<file path="src/rtl/irq_pkg.sv">
// rtl/irq_pkg.sv - shared constants and helpers for the interrupt-flag block
package irq_pkg;

  localparam int IRQ_BIT_VBLANK = 0;
  localparam int IRQ_BIT_STAT   = 1;
  localparam int IRQ_BIT_TIMER  = 2;
  localparam int IRQ_BIT_SERIAL = 3;
  localparam int IRQ_BIT_JOYPAD = 4;

  localparam int IRQ_FLAG_BITS  = IRQ_BIT_JOYPAD + 1;
  localparam int IRQ_LEVEL_SRCS = 4;
  localparam int JOYP_PINS      = 4;

  localparam logic [15:0] IF_ADDR        = 16'hFF0F;
  localparam logic [2:0]  IF_UNUSED_READ = 3'b111;

  typedef logic [IRQ_FLAG_BITS-1:0] irq_flags_t;

  // Unimplemented IF bits read back as ones on the real part.
  function automatic logic [7:0] if_read_word(input irq_flags_t flags);
    return {IF_UNUSED_READ, flags};
  endfunction

endpackage

</file>
<file path="src/rtl/irq_flag_unit_if.sv">
// rtl/irq_flag_unit_if.sv - CPU register port and core IRQ handshake for the IF block
interface irq_flag_unit_if;

  logic       IF_SEL;
  logic       RD;
  logic       WR;
  logic [7:0] DIN;
  logic [7:0] DOUT;
  logic       DOUT_EN;
  logic [7:0] CPU_IRQ_ACK;
  logic [7:0] CPU_IRQ_TRIG;

  modport master (
    output IF_SEL,
    output RD,
    output WR,
    output DIN,
    output CPU_IRQ_ACK,
    input  DOUT,
    input  DOUT_EN,
    input  CPU_IRQ_TRIG
  );

  modport slave (
    input  IF_SEL,
    input  RD,
    input  WR,
    input  DIN,
    input  CPU_IRQ_ACK,
    output DOUT,
    output DOUT_EN,
    output CPU_IRQ_TRIG
  );

endinterface

</file>
<file path="src/rtl/irq_edge_det.sv">
// rtl/irq_edge_det.sv - per-bit edge detector with configurable polarity and reset level
module irq_edge_det #(
  parameter int               WIDTH     = 1,
  parameter bit               RISING    = 1'b1,
  parameter logic [WIDTH-1:0] RESET_VAL = '0
) (
  input  logic             clk,
  input  logic             rst_n,
  input  logic [WIDTH-1:0] level,
  output logic [WIDTH-1:0] pulse
);

  logic [WIDTH-1:0] level_q;

  always_ff @(posedge clk or negedge rst_n) begin
    if (!rst_n) begin
      level_q <= RESET_VAL;
    end else begin
      level_q <= level;
    end
  end

  // Reset value matching the idle level suppresses a spurious edge at reset release.
  assign pulse = RISING ? (level & ~level_q) : (~level & level_q);

endmodule

</file>
<file path="src/rtl/irq_flag_unit.sv">
// rtl/irq_flag_unit.sv - IF register: sticky interrupt flags feeding the core
module irq_flag_unit
  import irq_pkg::*;
#(
  parameter int NUM_IRQ          = 5,
  parameter int JOYP_SYNC_STAGES = 2
) (
  input  logic                 CLK,
  input  logic                 nRESET,
  input  logic                 IRQ_VBLANK,
  input  logic                 IRQ_STAT,
  input  logic                 IRQ_TIMER,
  input  logic                 IRQ_SERIAL,
  input  logic [JOYP_PINS-1:0] nJOYP,
  irq_flag_unit_if.slave       bus
);

  localparam irq_flags_t IRQ_MASK = IRQ_FLAG_BITS'((32'd1 << NUM_IRQ) - 32'd1);

  logic [IRQ_LEVEL_SRCS-1:0] src_level;
  logic [IRQ_LEVEL_SRCS-1:0] src_pulse;
  logic [JOYP_PINS-1:0]      joyp_sync [JOYP_SYNC_STAGES];
  logic [JOYP_PINS-1:0]      joyp_pulse;
  irq_flags_t                irq_req;
  irq_flags_t                if_q;
  irq_flags_t                if_nxt;
  logic                      wr_q;
  logic                      wr_stb;
  logic                      unused_bus_bits;

  assign src_level = {IRQ_SERIAL, IRQ_TIMER, IRQ_STAT, IRQ_VBLANK};

  irq_edge_det #(
    .WIDTH     (IRQ_LEVEL_SRCS),
    .RISING    (1'b1),
    .RESET_VAL ({IRQ_LEVEL_SRCS{1'b1}})
  ) u_src_edge (
    .clk   (CLK),
    .rst_n (nRESET),
    .level (src_level),
    .pulse (src_pulse)
  );

  // Joypad pins are asynchronous; resync before edge detection.
  always_ff @(posedge CLK or negedge nRESET) begin
    if (!nRESET) begin
      for (int s = 0; s < JOYP_SYNC_STAGES; s++) begin
        joyp_sync[s] <= '1;
      end
    end else begin
      joyp_sync[0] <= nJOYP;
      for (int s = 1; s < JOYP_SYNC_STAGES; s++) begin
        joyp_sync[s] <= joyp_sync[s-1];
      end
    end
  end

  irq_edge_det #(
    .WIDTH     (JOYP_PINS),
    .RISING    (1'b0),
    .RESET_VAL ({JOYP_PINS{1'b1}})
  ) u_joyp_edge (
    .clk   (CLK),
    .rst_n (nRESET),
    .level (joyp_sync[JOYP_SYNC_STAGES-1]),
    .pulse (joyp_pulse)
  );

  always_comb begin
    irq_req                 = '0;
    irq_req[IRQ_BIT_VBLANK] = src_pulse[IRQ_BIT_VBLANK];
    irq_req[IRQ_BIT_STAT]   = src_pulse[IRQ_BIT_STAT];
    irq_req[IRQ_BIT_TIMER]  = src_pulse[IRQ_BIT_TIMER];
    irq_req[IRQ_BIT_SERIAL] = src_pulse[IRQ_BIT_SERIAL];
    irq_req[IRQ_BIT_JOYPAD] = |joyp_pulse;
  end

  // Only the first cycle of a held WR writes, so requests arriving later survive.
  assign wr_stb = bus.IF_SEL & bus.WR & ~wr_q;

  always_comb begin
    if_nxt = if_q & ~bus.CPU_IRQ_ACK[IRQ_FLAG_BITS-1:0];
    if (wr_stb) begin
      if_nxt = bus.DIN[IRQ_FLAG_BITS-1:0];
    end
    if_nxt = (if_nxt | irq_req) & IRQ_MASK;
  end

  always_ff @(posedge CLK or negedge nRESET) begin
    if (!nRESET) begin
      if_q <= '0;
      wr_q <= 1'b0;
    end else begin
      if_q <= if_nxt;
      wr_q <= bus.WR;
    end
  end

  assign bus.CPU_IRQ_TRIG = {{(8 - IRQ_FLAG_BITS){1'b0}}, if_q};
  assign bus.DOUT_EN      = bus.IF_SEL & bus.RD;
  assign bus.DOUT         = bus.DOUT_EN ? if_read_word(if_q) : 8'h00;

  assign unused_bus_bits = ^{bus.DIN[7:IRQ_FLAG_BITS], bus.CPU_IRQ_ACK[7:IRQ_FLAG_BITS]};

endmodule

</file>
<file path="src/flat_wrapper.sv">
// flat-port wrapper written by rule: the top's interface ports become plain ports
module irq_flag_unit_flat import irq_pkg::*;
#(
  parameter int NUM_IRQ          = 5,
  parameter int JOYP_SYNC_STAGES = 2
)
  (CLK, nRESET, IRQ_VBLANK, IRQ_STAT, IRQ_TIMER, IRQ_SERIAL, nJOYP, bus_IF_SEL, bus_RD, bus_WR, bus_DIN, bus_CPU_IRQ_ACK, bus_DOUT, bus_DOUT_EN, bus_CPU_IRQ_TRIG);
  irq_flag_unit_if bus_i ();
  input  logic CLK;
  input  logic nRESET;
  input  logic IRQ_VBLANK;
  input  logic IRQ_STAT;
  input  logic IRQ_TIMER;
  input  logic IRQ_SERIAL;
  input  logic [JOYP_PINS-1:0] nJOYP;
  input wire logic [$bits(bus_i.IF_SEL)-1:0] bus_IF_SEL;
  input wire logic [$bits(bus_i.RD)-1:0] bus_RD;
  input wire logic [$bits(bus_i.WR)-1:0] bus_WR;
  input wire logic [$bits(bus_i.DIN)-1:0] bus_DIN;
  input wire logic [$bits(bus_i.CPU_IRQ_ACK)-1:0] bus_CPU_IRQ_ACK;
  output wire logic [$bits(bus_i.DOUT)-1:0] bus_DOUT;
  output wire logic [$bits(bus_i.DOUT_EN)-1:0] bus_DOUT_EN;
  output wire logic [$bits(bus_i.CPU_IRQ_TRIG)-1:0] bus_CPU_IRQ_TRIG;
  assign bus_i.IF_SEL = bus_IF_SEL;
  assign bus_i.RD = bus_RD;
  assign bus_i.WR = bus_WR;
  assign bus_i.DIN = bus_DIN;
  assign bus_i.CPU_IRQ_ACK = bus_CPU_IRQ_ACK;
  assign bus_DOUT = bus_i.DOUT;
  assign bus_DOUT_EN = bus_i.DOUT_EN;
  assign bus_CPU_IRQ_TRIG = bus_i.CPU_IRQ_TRIG;
  irq_flag_unit #(.NUM_IRQ(NUM_IRQ), .JOYP_SYNC_STAGES(JOYP_SYNC_STAGES)) u_core (.CLK(CLK), .nRESET(nRESET), .IRQ_VBLANK(IRQ_VBLANK), .IRQ_STAT(IRQ_STAT), .IRQ_TIMER(IRQ_TIMER), .IRQ_SERIAL(IRQ_SERIAL), .nJOYP(nJOYP), .bus(bus_i));
endmodule
</file>
<file path="config.mk">
export PLATFORM = sky130hd
export DESIGN_NAME = irq_flag_unit_flat
export DESIGN_NICKNAME = d
export VERILOG_FILES = /design/src/rtl/irq_pkg.sv /design/src/rtl/irq_flag_unit_if.sv /design/src/rtl/irq_edge_det.sv /design/src/rtl/irq_flag_unit.sv /design/src/flat_wrapper.sv
export SDC_FILE = /design/constraint.sdc
export NUM_CORES = 1
export LEC_CHECK = 0
export CAP_MARGIN = 10
export CORE_MARGIN = 5
export CORE_UTILIZATION = 35
export DETAILED_ROUTE_END_ITERATION = 12
export GPL_TIMING_DRIVEN = 0
export PLACE_DENSITY = 0.78
export SYNTH_ARGS = -nofsm -noshare
export SYNTH_HDL_FRONTEND = slang
export SYNTH_HIERARCHICAL = 1
export SYNTH_SLANG_ARGS = --single-unit
</file>
<file path="constraint.sdc">
create_clock -name CLK -period 1.59 [get_ports CLK]
set_clock_uncertainty 0.05 [all_clocks]
set_input_delay 0.159 -clock CLK [delete_from_list [all_inputs] [get_ports CLK]]
set_output_delay 0.159 -clock CLK [all_outputs]
set_load 0.01 [all_outputs]
</file>
; ---- Word level (Yosys, flattened, before mapping)
; Cells that the tools add are included.
[op_classes]
muxes = 2
bitwise_logic = 11
reduce_logical = 1
[ops]
columns = op, n
row1 = 4-bit bitwise AND, 2
row2 = 8-bit 2-to-1 mux, 1
row3 = 4-bit NOT, 2
row4 = 5-bit bitwise AND, 1
row5 = 5-bit 2-to-1 mux, 1
row6 = 5-bit NOT, 1
row7 = 5-bit OR, 1
row8 = 4-bit OR reduction, 1
row9 = 1-bit bitwise AND, 3
row10 = 1-bit NOT, 1
[totals]
regBits = 22
input_bits = 29
output_inout_bits = 17
elab_cells = 20

; ---- Longest topological paths before layout
[logic_depth]
ltp_word = 4
mapped_depth = 3
depth_no_buf = 3

; ---- By module
; Netlist, hierarchy kept.
[modules_own_cells]
columns = mod, instances, cells_per_inst, area_each_um2, seq_area_each_um2
row1 = irq_flag_unit, 1, 45, 585.6, 360.3
row2 = irq_edge_det, 2, 8, 160.2, 105.1

; ---- Worst setup path before layout
; OpenSTA, ideal clock, no wires.
[synth_path]
path_type = flip-flop to flip-flop
from = register u_core/joyp_sync[1] (netlist name)
to = register u_core.if_q[4]
setup_ns = 0.126
arrival_ns = 1.372
t_required_ns = 1.414
slack_ns = 0.042
path_stages_with_launch = 4
n_path_buf = 0
synth_period_minus_slack_ns = 1.548
cell_sequence = dfstp_2 -> nor2b_4 -> or4_1 -> a311o_1
[synth_via]
elab_chain_len = 4
[synth_rtl]
columns = item, line
row1 = from (decl), irq_flag_unit.sv:22  ; logic [JOYP_PINS-1:0] joyp_sync [JOYP_SYNC_STAGES];
row2 = "from (signal, indexed assignment)", irq_flag_unit.sv:53  ; joyp_sync[s] <= joyp_sync[s-1];
row3 = 4-bit NOT, irq_edge_det.sv:24  ; assign pulse = RISING ? (level & ~level_q) : (~level & level_q);
row4 = 4-bit bitwise AND, irq_edge_det.sv:24
row5 = named net u_core.joyp_pulse[1], irq_flag_unit.sv:23  ; logic [JOYP_PINS-1:0] joyp_pulse;
row6 = 4-bit OR reduction, irq_flag_unit.sv:75  ; irq_req[IRQ_BIT_JOYPAD] = |joyp_pulse;
row7 = 5-bit OR, irq_flag_unit.sv:86  ; if_nxt = (if_nxt | irq_req) & IRQ_MASK;
row8 = named net u_core.if_nxt[4], irq_flag_unit.sv:26  ; irq_flags_t if_nxt;
row9 = to (signal assigned), irq_flag_unit.sv:94  ; if_q <= if_nxt;
row10 = to (decl), irq_flag_unit.sv:25  ; irq_flags_t if_q;
; The timed path passes the listed nets, and every way through them passes these cells.

; ---- Worst setup path after layout
[layout_path]
from = register u_core/joyp_sync[2] (netlist name)
to = register u_core.if_q[4]
; Same word-level chain as after synthesis.

==> impl_results.md <==
- Status: finished, final reports clean
- Synth Register Bits: 22
- First-pass GRT wire length: 2890 um
- Clk_lat worst skew: about 0.3 ns
- IO Port Bufs: 36
- DIE WIDTH: between 60 and 70 um
- Post-place instance area: between 0.001 and 0.0015 sq mm
- Ys flop type: dfstp_2
- Iteration-0 DRC Markers: 4
- Number of fill cells in the layout: 225
- Startpoint types: register
- Share of cells above drive strength 1: between 30% and 40%
- Routed vias/inst: around 4.5
- Worst Path Arrival: between 1.5 and 2 ns
- Minimum clock period: around 1.6 ns
- DP Wirelength: ~1500 um
- Root buf cell: clkbuf_4
- GRT Total Usage: between 10% and 20%
- Leakage: roughly 0.65 nW
- Vias: 604
- Worst Hold Class: in -> reg
- Initial antenna violation count: 0
- Post-CTS Hold Fix Bufs: 0
- Core ar.: around 0.0025 sq mm
- GR Overflow Total: 0
- Number of synthesized flops with an enable pin: 0
- Cell area after layout: 0.00137 sq mm
- Depth of the CTS H-tree: 1
- Crit Path Class: reg -> reg
- CTS tree: done
- Power Total: 0.00125 W
- Setup TNS: 0 ns
- Cell Count Post-Placement: between 100 and 150
- Library cells used by synthesis: 13
- Initial Util: 36.6%
- Crit end category: register
- RD Place Congestion: 0.745
- Pwr per Cell Area: just over 900 mW/mm^2
- Total CTS buffers: 3
- Setup Buffers After CTS: 0
- Unrepaired setup endpoints after global routing: true
- 1st-pass router iterations: 4
- Max-Cap Viols: 0
- Worst Max-Slew Pin Slew: ~0.91 ns
- Crit-path cells: nor2b_4, or4_4, a311o_1
- Final Hold Fails: 0
- Synthesis Warnings: 6
- Wire length per cell: around 14 um
- Final setup viols: 0
- Mapped Area: a little over 900 sq um
- Slew headroom: 38.9%
- Post-route DRC: 0
- Post-route ant nets: 0
- Largest net degree at the start of global routing: 23
- Die Area: ~0.0037 sq mm
- Area of the multi-input gates: between 200 and 300 sq um
- Clk sinks: 22
- Placement Rows: 18
- Clk pin slew, worst setup/hold paths: around 0.12 ns
- Maximum VDD drop: roughly 660 uV
- N_diodes: 0
- Routed WL: between 1500 and 2000 um
- CP required: approximately 1.7 ns
- Mapped Cells: 61
- Final Non-Filler Cells: 133
- CP peak stage delay: between 0.5 and 0.6 ns
- Commonest non-fill, non-tap cell in the layout: clkdlybuf4s50_1
- Vias in the first global route: around 640
- Most frequent cells in the layout: 27 x clkdlybuf4s50_1, 16 x dfstp_2, 9 x dlygate4sd2_1, 8 x nor2b_4
- Slew Limit Fails: 0
- Synthesis-to-layout area growth: 50.7%
- Max Freq: between 600 and 700 MHz
- Crit Path Max Fanout: 2
- # nets final: between 100 and 150
- Register Area: around 570 sq um
- Die height: around 61 um
- Mean post-synth cell area: 14.9 sq um
- Sequential-to-total area share from yosys stat: about 63%
- I/O pin cnt: 46
- Final period utilization: between 90% and 100%
- CP max stage cell: dfstp_2
- Max clock buf depth: 2
- Asr flop ratio synth: 100%
==> per-stage QoR <==
stage / utilization [%] / hold slack, ns / setup slack [ns]
global placement: 52.9 / 0.295 / -0.282
CTS: 54.9 / 0.191 / 0.00701
detailed placement: 52.9 / 0.297 / -0.325
finish: 55.1 / 0.201 / 0.0127
floorplan: - / -0.187 / 0.0417
global route: 55.1 / 0.181 / -0.0126
==> final timing paths <==
path	start	endpoint	slack (ns)	cells past startpoint
hold / removal	nJOYP[1]	u_core/joyp_sync[5]$_DFF_PN1_	0.20	1
setup reg to reg	u_core/joyp_sync[2]$_DFF_PN1_	u_core/if_q[4]$_DFF_PN0_	0.01	3
min in group asynchronous	nRESET	u_core/if_q[0]$_DFF_PN0_	0.31	1
max in group asynchronous	nRESET	u_core/if_q[3]$_DFF_PN0_	0.63	1
hold reg to reg	u_core/joyp_sync[4]$_DFF_PN1_	u_core/joyp_sync[0]$_DFF_PN1_	0.31	0
setup / recovery	u_core/joyp_sync[2]$_DFF_PN1_	u_core/if_q[4]$_DFF_PN0_	0.01	3
==> synthesized netlist by cell type, types with 5 or more instances <==
library cell | count | area, sq um
dfrtp_1 | 6 | 150
buf_4 | 6 | 45.0
dfstp_2 | 16 | 420
inv_1 | 5 | 18.8
a311o_1 | 5 | 50.1
nor2b_4 | 8 | 110
and4b_1 | 5 | 50.1
and3_1 | 5 | 31.3
==> cell families after synthesis <==
group | after synthesis | synth area share, %
compound gates | 5 | 5.53
buf+inv | 12 | 7.60
flops | 22 | 63.0
other cells | 1 | 0.414
simple gates | 21 | 23.5
==> power breakdown <==
part	internal, W	leakage, nW	total (W)	switching (W)
Clock	0.000254	0.0279	0.000416	0.000162
Combinational	0.000128	0.382	0.000195	0.0000666
Sequential	0.000611	0.238	0.000635	0.0000243
Total	0.000994	0.648	0.00125	0.000252
==> critical path: cells and delay by family, from the launching register on <==
kind / cells / cell delay, ns
simple gates: 2 / 0.56
compound gates: 1 / 0.28
flops: 1 / 0.58
==> sequential cells by signal, summed over array words and instances, names as in the netlist <==
signal and cells:
u_core/joyp_sync 8, u_core/if_q 5, u_core/u_joyp_edge/level_q 4, u_core/u_src_edge/level_q 4, u_core/wr_q 1
==> cell type report <==
cell class | instances | area share, %
plain buffers | 7 | 4.12
clock buffers | 3 | 1.65
clock inverters | 1 | 2.20
inverters | 5 | 1.37
multi-input cells | 29 | 20.5
flip-flops and latches | 22 | 41.8
well taps | 30 | 2.75
repair buffers | 36 | 25.6
==> timing repair <==
item	in CTS	in global routing
pin swaps	2	0
endpoints found under the setup margin	10	1
gates resized for setup	12	1
==> metal layers <==
layer | vias to the layer above | part of all wire (%) | wire, um | GRT usage (%)
met5 | - | 0 | 0 | 0
li1 | 288 | - | - | -
met3 | 2 | 5.1 | 97 | 1.49
met4 | 0 | 1.8 | 34 | 5.57
met2 | 14 | 56 | 1050 | 19.7
met1 | 300 | 37 | 699 | 12.4
Power figures use the tool's default switching activity.
